==> config.mk <==
export PLATFORM = sky130hd
export DESIGN_NAME = fetch_unit
export DESIGN_NICKNAME = d
export VERILOG_FILES = /design/src/rtl/neonfox_pkg.sv /design/src/rtl/call_stack.sv /design/src/rtl/fetch_unit.sv
export SDC_FILE = /design/constraint.sdc
export NUM_CORES = 1
export LEC_CHECK = 0
export ABC_AREA = 1
export CAP_MARGIN = 25
export CORE_ASPECT_RATIO = 0.6
export CORE_MARGIN = 10
export CORE_UTILIZATION = 68
export CTS_BUF_LIST = sky130_fd_sc_hd__clkbuf_4 sky130_fd_sc_hd__clkbuf_8
export DETAILED_ROUTE_END_ITERATION = 10
export GPL_TIMING_DRIVEN = 1
export HOLD_SLACK_MARGIN = 0.06
export PLACE_DENSITY = 0.88
export SLEW_MARGIN = 10
export SYNTH_ARGS = -nofsm -noshare
export SYNTH_HDL_FRONTEND = slang
export SYNTH_HIERARCHICAL = 1
export SYNTH_SLANG_ARGS = --single-unit
==> constraint.sdc <==
create_clock -name clk -period 5 [get_ports clk]
set_input_delay 1.25 -clock clk [delete_from_list [all_inputs] [get_ports clk]]
set_output_delay 1.25 -clock clk [all_outputs]
set_load 0.01 [all_outputs]
==> src/rtl/neonfox_pkg.sv <==
// Shared widths, address type and redirect selector for the fetch stage.
package neonfox_pkg;

    localparam int unsigned ADDR_W   = 16;
    localparam int unsigned IFIELD_W = 10;

    typedef logic [ADDR_W-1:0]   addr_t;
    typedef logic [IFIELD_W-1:0] ifield_t;

    // Source of the next program address, in decreasing priority after SEL_SEQ.
    typedef enum logic [2:0] {
        SEL_SEQ,
        SEL_RET,
        SEL_CALL,
        SEL_JMP,
        SEL_BRX
    } redirect_e;

    // Branch offsets are two's complement, sign bit is the top bit of I_field.
    function automatic addr_t sext_ifield(input ifield_t f);
        return {{(ADDR_W - IFIELD_W){f[IFIELD_W-1]}}, f};
    endfunction

endpackage

==> src/rtl/call_stack.sv <==
// Return-address LIFO: registered stack pointer, top entry always visible.
module call_stack
    import neonfox_pkg::*;
#(
    parameter int unsigned DEPTH = 16
) (
    input  logic              clk,
    input  logic              rst,
    input  logic              push,
    input  logic              pop,
    input  logic [ADDR_W-1:0] data_in,
    output logic [ADDR_W-1:0] data_out,
    output logic              full,
    output logic              empty
);

    localparam int unsigned PW = $clog2(DEPTH);

    typedef logic [PW:0] sp_t;

    sp_t           sp;
    logic [PW-1:0] top_idx;
    addr_t         mem [DEPTH];

    assign full     = (sp == sp_t'(DEPTH));
    assign empty    = (sp == '0);
    // Wraps to DEPTH-1 when empty; the caller ignores data_out in that case.
    assign top_idx  = sp[PW-1:0] - PW'(1);
    assign data_out = mem[top_idx];

    // Storage write on a push with room; contents are not reset.
    always_ff @(posedge clk) begin
        if (push && !full) begin
            mem[sp[PW-1:0]] <= data_in;
        end
    end

    // Stack pointer: push and pop are never requested together by the fetch unit.
    always_ff @(posedge clk) begin
        if (rst) begin
            sp <= '0;
        end else if (push && !full) begin
            sp <= sp + sp_t'(1);
        end else if (pop && !empty) begin
            sp <= sp - sp_t'(1);
        end
    end

endmodule

==> src/rtl/fetch_unit.sv <==
// Program counter, decode-side address pipeline, redirect mux and consume pulses.
module fetch_unit
    import neonfox_pkg::*;
#(
    parameter logic [ADDR_W-1:0] RESET_VECTOR = 16'h0000,
    parameter int unsigned       STACK_DEPTH  = 16
) (
    input  logic                clk,
    input  logic                rst,
    input  logic                hazard,
    input  logic                p_cache_miss,
    input  logic                pc_jmp,
    input  logic                pc_call,
    input  logic                pc_ret,
    input  logic                pc_brx,
    input  logic                pc_brxt,
    input  logic                brx_cond,
    input  logic [IFIELD_W-1:0] I_field,
    input  logic [ADDR_W-1:0]   target_addr,
    output logic [ADDR_W-1:0]   prg_addr,
    output logic                jmp_rst,
    output logic                brx_rst,
    output logic                stack_ovf,
    output logic                stack_unf
);

    addr_t     addr_d1;
    addr_t     addr_d2;
    addr_t     next_addr;
    addr_t     seq_addr;
    addr_t     link_addr;
    addr_t     stk_top;
    logic      advance;
    logic      ret_req;
    logic      call_req;
    logic      jmp_req;
    logic      brx_req;
    logic      brx_taken;
    logic      stk_push;
    logic      stk_pop;
    logic      stk_full;
    logic      stk_empty;
    redirect_e sel;

    assign advance   = ~hazard & ~p_cache_miss;
    assign seq_addr  = advance ? prg_addr + addr_t'(1) : prg_addr;
    assign link_addr = addr_d2 + addr_t'(1);

    // A request still held high while its own consume pulse is out was already serviced.
    assign ret_req   = pc_ret;
    assign call_req  = pc_call & ~jmp_rst;
    assign jmp_req   = pc_jmp  & ~jmp_rst;
    assign brx_req   = pc_brx  & ~brx_rst;
    assign brx_taken = brx_req & (brx_cond ^ pc_brxt);

    // Redirect priority: ret > call > jmp > taken branch > sequential.
    always_comb begin
        sel = SEL_SEQ;
        if (ret_req) begin
            sel = SEL_RET;
        end else if (call_req) begin
            sel = SEL_CALL;
        end else if (jmp_req) begin
            sel = SEL_JMP;
        end else if (brx_taken) begin
            sel = SEL_BRX;
        end
    end

    // Next fetch address for the selected source.
    always_comb begin
        next_addr = seq_addr;
        unique case (sel)
            SEL_RET:  next_addr = stk_empty ? link_addr : stk_top;
            SEL_CALL: next_addr = target_addr;
            SEL_JMP:  next_addr = target_addr;
            SEL_BRX:  next_addr = addr_d2 + sext_ifield(I_field);
            default:  next_addr = seq_addr;
        endcase
    end

    assign stk_push = (sel == SEL_CALL);
    assign stk_pop  = (sel == SEL_RET);

    // Program counter: redirects apply even while stalled.
    always_ff @(posedge clk) begin
        if (rst) begin
            prg_addr <= RESET_VECTOR;
        end else begin
            prg_addr <= next_addr;
        end
    end

    // Addresses of the instructions in decode's I_reg and on decode's control outputs.
    always_ff @(posedge clk) begin
        if (rst) begin
            addr_d1 <= RESET_VECTOR;
            addr_d2 <= RESET_VECTOR;
        end else if (advance) begin
            addr_d1 <= prg_addr;
            addr_d2 <= addr_d1;
        end
    end

    // One-cycle consume pulses; a lower-priority request still gets its pulse.
    always_ff @(posedge clk) begin
        if (rst) begin
            jmp_rst <= 1'b0;
            brx_rst <= 1'b0;
        end else begin
            jmp_rst <= call_req | jmp_req;
            brx_rst <= brx_req;
        end
    end

    // Sticky stack error flags, cleared only by reset.
    always_ff @(posedge clk) begin
        if (rst) begin
            stack_ovf <= 1'b0;
            stack_unf <= 1'b0;
        end else begin
            if (stk_push && stk_full) begin
                stack_ovf <= 1'b1;
            end
            if (stk_pop && stk_empty) begin
                stack_unf <= 1'b1;
            end
        end
    end

    call_stack #(
        .DEPTH (STACK_DEPTH)
    ) u_call_stack (
        .clk      (clk),
        .rst      (rst),
        .push     (stk_push),
        .pop      (stk_pop),
        .data_in  (link_addr),
        .data_out (stk_top),
        .full     (stk_full),
        .empty    (stk_empty)
    );

endmodule
# Yosys cells after proc, flatten, opt, wreduce, memory -nomap -nowiden
# Memory sizes are Yosys's and may differ from the RTL's.
# Cells that the tools add are included.
# word_totals
regBits,57
ram_bits,256
in_bits,36
word_cells,52
n_memories,1
# classes
n_addsub,6
eq_ne,5
muxes,11
bitwise,11
n_reduce_logical,10
# mem_list
name,depth,width,read_ports,rd_clocked_by_memory_dff,write_ports,line,rtl
u_call_stack.mem,16,16,1,0,1,call_stack.sv:23,addr_t mem [DEPTH];
# ops
cell,count
case mux 16 bit (3 select lines),1
"adder 16 x 1 -> 16 bit, second input constant",2
2-to-1 mux 16 bit,2
adder 16 bit,1
2-to-1 mux 3 bit,4
2-to-1 mux 5 bit,2
"== test 3 x 2 -> 1 bit, second input constant",2
"adder 5 x 1 -> 5 bit, second input constant",1
bitwise AND 1 bit,5
"== test 5 bit, second input constant",1
zero test 5 bit,1
"subtractor 5 x 1 -> 5 bit, second input constant",1
logical AND 1 bit,4
inverter 1 bit,4
nonzero test 4 bit,1
"subtractor 4 x 1 -> 4 bit, second input constant",1
"== test 3 x 1 -> 1 bit, second input constant",1
"== test 3 bit, second input constant",1
zero test 1 bit,2
2-to-1 mux 1 bit,2
nonzero test 2 bit,1
OR reduction 2 bit,1
bitwise OR 1 bit,1
bitwise XOR 1 bit,1

# Depth between registers and ports, before layout
# depth
word_depth,11
mapped_depth,17

# Modules after synthesis
# The synthesis kept the hierarchy.
# by_module_without_submodules
module,instances,cells_each,area_each_um2,seq_area_each_um2
call_stack,1,823,10630.2,7787.5
fetch_unit,1,650,3962.6,1041.0

# Least setup slack after synthesis
# No wires, ideal clock.
# synth_path
path_kind,in2reg
startpoint,input pc_ret
endpoint,"memory u_call_stack/mem[0][0] (netlist bit), enable pin"
arrival_time_ns,3.284
required_time_ns,4.591
setup_slack_ns,1.307
stages,6
n_path_buf,1
cell_sequence,buf_4 -> nor2_1 -> inv_1 -> a21oi_1 -> nand2_4 -> nor3_1
# synth_via
elab_chain_len,5
# synth_rtl
element,line,rtl
from (decl),fetch_unit.sv:14,"input logic pc_ret,"
2-to-1 mux 3 bit,fetch_unit.sv:59,if (ret_req) begin
== test 3 x 2 -> 1 bit,fetch_unit.sv:82,assign stk_push = (sel == SEL_CALL);
via stk_push,fetch_unit.sv:39,logic stk_push;
logical AND 1 bit,call_stack.sv:33,if (push && !full) begin
2-to-1 mux 1 bit,call_stack.sv:33,
2-to-1 mux 1 bit (not written as such),call_stack.sv:34,mem[sp[PW-1:0]] <= data_in;
to (decl),call_stack.sv:23,
# The timed path passes the listed nets, and every way through them passes these cells.

# Worst setup path after layout
# layout_path
startpoint,input pc_ret
endpoint,"memory u_call_stack/mem[2][1] (netlist bit), enable pin"
# Same word-level chain as after synthesis.

==> metrics list <==
* Most common cell after layout, fill and taps aside: sky130_fd_sc_hd__nor2_1
- Maximum operating frequency: 0.258 GHz
- The share of total power dissipated in sequential elements is 0.365.
- The first TritonRoute pass finished after 7 iterations.
- The worst-case IR drop observed on VDD is 693 uV.
- The congestion estimate from routability-driven global placement came to 0.991.
- The die covers approximately 28,000 sq um.
- Across every metal layer, demand over resource in global routing totals 0.300.
- After synthesis, the netlist uses 49 different library cells.
- Post-Syn Area: between 10,000 and 15,000 sq um
* Switch share: 0.420
- Clock sink count: 313
- Horizontal extent of the die: between 200 and 250 microns
- Global-route wire length before repair: 65,200 microns
* Drc violations: 0
- Power per standard cell area: 536 nW/um^2
* Area fraction in compound gates after synthesis: 0.125
* Maximum clock skew at final layout: 0.0353 ns
- Worst rel slew slack: 0.305
- For the final routed database, the setup TNS stands at 0 ns.
- Data required time of the worst path: 5.18 ns
- The HPWL after detailed placement is ~29,000 microns.
- Dominant register cell in the synthesized netlist: sky130_fd_sc_hd__edfxtp_1
* Setup Crit Path Kind: in -> reg
- Dividing the detail-routed wire length by the instance count gives 23.5 microns.
- Wires add up to 43,200 microns.
- Layout-stage area growth over the synthesis result: 11.2%
- CTS buffer count: 44
* Post-cts repair resize count: 0
* Capturing element type of the critical path: flip-flop
- Setup violations remaining at the end of the flow were counted as 0.
- Average footprint of a synthesized cell: between 9 and 10 sq um
* Pins Over Slew Limit: 0
- By area the synthesized netlist is led by sky130_fd_sc_hd__edfxtp_1 (53%), sky130_fd_sc_hd__dfxtp_1 (7.8%), sky130_fd_sc_hd__nor2_1 (7.8%).
- Die extent in y: 133 microns
- Total via count in the routed design: 12,000
- Of the post-synthesis cell area, the dominant cell type holds 0.527.
* Maximum number of pins on one net before global-route repair: 130
- Global routing finished with a remaining overflow of 0.
- Clock network latency to the later pin of the worst-skew pair: roughly 0.57 ns
- TritonCTS built the clock tree.
* Hold-fix buffers, CTS: 0
* Worst setup timing slack at the placement stage: 0.741 ns
- During synthesis, Yosys emitted a total of 6 warnings.
- Of the total synthesized cell area, the portion taken by XOR and XNOR cells is 0.0108.
- Routed via count divided by cell count: roughly 6.5
- Effective utilization at floorplan: 0.694
* Cell at the root of the clock tree: sky130_fd_sc_hd__clkbuf_8
- Number of hold-slack violations in the final timing report: 0
* Highest-count cells in the layout ignoring fill and taps: sky130_fd_sc_hd__nor2_1 (292), sky130_fd_sc_hd__edfxtp_1 (256), sky130_fd_sc_hd__o21ai_0 (176)
- Biggest area consumer among synthesized cells: sky130_fd_sc_hd__edfxtp_1
- In this run the worst hold path is classified as reg -> reg.
- Total leakage power: 6.06 nW
* Internal power: 0.00505 W
* Simple-gate portion of the synthesized area: 0.180
* Post-synth net total: roughly 1,500
* Nets@finish: 1,595
* Net Switching: about 0.0037 W
- H-tree lvl count: 2
- Data arrives at the worst endpoint at 4.05 ns.
- Count of placed standard cells including taps: roughly 1,800
- Area share of fa/ha/maj cells after synthesis: 0.0242
* Synthesized instance count: 1,473
- Buffers placed on the I/O ports in this run total 55.
- Hold Worst Slack: 0.452 ns
- Clock period minus worst slack: about 3.9 ns
* I/O Pins: between 50 and 60
- Fraction of layout instances using a drive strength above 1: 0.0979
* Result of the run: complete, no violations
- Counting along the longest clock path gives a buffer depth of 3.
- In this run the core area contains 41 standard-cell rows.
- PnR worst setup slack: 1.13 ns
* Number of buffers inserted to repair setup after CTS: 0
* Max-Cap Viols: 0
- Of the total power, the clock network draws 0.225.
- The synthesized design contains roughly 310 register bits.
* Final Non-Filler Cells: 1,843
- Final worst-path cycle share: 0.774
- Area of the core: approximately 21,000 sq um
* Crit path max fanout: 16
* Combinational cell fraction of total power: 0.411
- Setup repair after global routing left no endpoint under its margin.
- Worst-margin pin slew: 1.04 ns
- STA classifies the critical path startpoint as a primary input.
- Async set or reset register ratio after synthesis: 0
- EDFF count, synth: roughly 260
- After clock tree synthesis, the clock-pin slew on the worst setup and hold paths is 0.07 ns.
- DRC marker count from the first detailed-route iteration: 2,133
- Sequential share of the synthesized area: 0.605
- Measured against the total synthesized area, the mux share comes to 0.000686.
- Antenna violations before repair: 0
* Main combinational cell family by area after synthesis: simple AND/OR/NAND/NOR gates
- The via count of the first global-routing pass is ~11,000.
- Number of nets still failing antenna checks after routing: 0
[kinds of logic (layout without fill, tap and decap cells)]
family / count (synthesis) / in the layout
simple gates: 620 / 620
compound gates: 326 / 326
flops: 313 / 313
buf+inv: 171 / 261
fa+ha+maj: 27 / 27
xor+xnor: 15 / 15
mux: 1 / 1
other cells: 0 / 1
[power by group through the flow]
stage,logic (W),clock network [W],registers (W)
floorplan,0.00225,0,0.00317
global placement,0.00326,0,0.00321
detailed placement,0.00337,0,0.00321
CTS,0.00341,0.00195,0.00316
global route,0.00377,0.00208,0.00318
finish,0.00358,0.00196,0.00317
[metrics by stage]
stage | area (sq um) | total power, W | utilization
6_report | 16200 | 0.00871 | 0.772
2_1_floorplan | 14600 | 0.00542 | -
5_1_grt | 16200 | 0.00903 | 0.772
3_5_place_dp | 15400 | 0.00658 | 0.732
4_1_cts | 16200 | 0.00852 | 0.772
3_3_place_gp | 15400 | 0.00647 | 0.732
[final timing paths]
check / startpoint / to / slack (ns) / cells after the start
hold / removal: stack_unf$_SDFFE_PP0P_ / stack_unf$_SDFFE_PP0P_ / 0.45 / 2
setup / recovery: pc_ret / u_call_stack/mem[2][1]$_DFFE_PP_ / 1.13 / 8
setup reg to reg: u_call_stack/sp[0]$_SDFFE_PP0P_ / prg_addr[5]$_SDFFE_PP0P_ / 1.42 / 13
hold reg to reg: stack_unf$_SDFFE_PP0P_ / stack_unf$_SDFFE_PP0P_ / 0.45 / 2
[critical path: stages]
cell,delay (ns)
sky130_fd_sc_hd__clkdlybuf4s50_1,0.62
sky130_fd_sc_hd__nor2_1,0.22
sky130_fd_sc_hd__inv_1,0.08
sky130_fd_sc_hd__a21oi_1,0.56
sky130_fd_sc_hd__nand2_4,0.24
sky130_fd_sc_hd__inv_1,0.18
sky130_fd_sc_hd__nand2_1,0.17
sky130_fd_sc_hd__nor2_2,0.71
[area by class of cell]
type	count	area [sq um]
well taps	279	349
diodes	1	2.50
clock buffers	63	754
repair buffers	85	788
multi-input cells	989	5050
inverters	99	375
flip-flops and latches	313	8830
fillers	1358	4800
clock inverters	14	80.1
[sequential cells by signal, summed over array words and instances, names as in the netlist, 5 cells and up]
signal and flops:
prg_addr 16, addr_d1 16, u_call_stack/sp 5, addr_d2 16, u_call_stack/mem 256
[per-layer routing]
| metal | vias up | track usage | routed length [microns] |
|---|---|---|---|
| li1 | 5232 | - | - |
| met1 | 5616 | 0.428 | 16600 |
| met2 | 988 | 0.419 | 17900 |
| met3 | 126 | 0.123 | 7690 |
| met4 | 0 | 0.0641 | 1030 |
| met5 | - | 0 | 0 |
[cell usage after synthesis, types with 2 or more instances]
library cell and count:
sky130_fd_sc_hd__a21o_1 2, sky130_fd_sc_hd__a21oi_1 62, sky130_fd_sc_hd__buf_1 5, sky130_fd_sc_hd__buf_2 19, sky130_fd_sc_hd__buf_4 10, sky130_fd_sc_hd__buf_6 7, sky130_fd_sc_hd__clkbuf_1 26, sky130_fd_sc_hd__dfxtp_1 57
sky130_fd_sc_hd__edfxtp_1 256, sky130_fd_sc_hd__fa_1 2, sky130_fd_sc_hd__ha_1 25, sky130_fd_sc_hd__inv_1 94, sky130_fd_sc_hd__inv_2 4, sky130_fd_sc_hd__nand2_1 175, sky130_fd_sc_hd__nand2_2 2, sky130_fd_sc_hd__nand2_4 2
sky130_fd_sc_hd__nand3_1 86, sky130_fd_sc_hd__nand3_2 7, sky130_fd_sc_hd__nand3b_1 3, sky130_fd_sc_hd__nand4_1 11, sky130_fd_sc_hd__nor2_1 304, sky130_fd_sc_hd__nor2_2 4, sky130_fd_sc_hd__nor2_4 2, sky130_fd_sc_hd__nor3_1 14
sky130_fd_sc_hd__nor3_2 2, sky130_fd_sc_hd__o211ai_1 65, sky130_fd_sc_hd__o21a_1 2, sky130_fd_sc_hd__o21ai_0 176, sky130_fd_sc_hd__o21ai_1 12, sky130_fd_sc_hd__o21ai_2 3, sky130_fd_sc_hd__o21bai_1 2, sky130_fd_sc_hd__or2_2 4
sky130_fd_sc_hd__xnor2_1 5, sky130_fd_sc_hd__xor2_1 8
(Power assumes the default switching activity.)
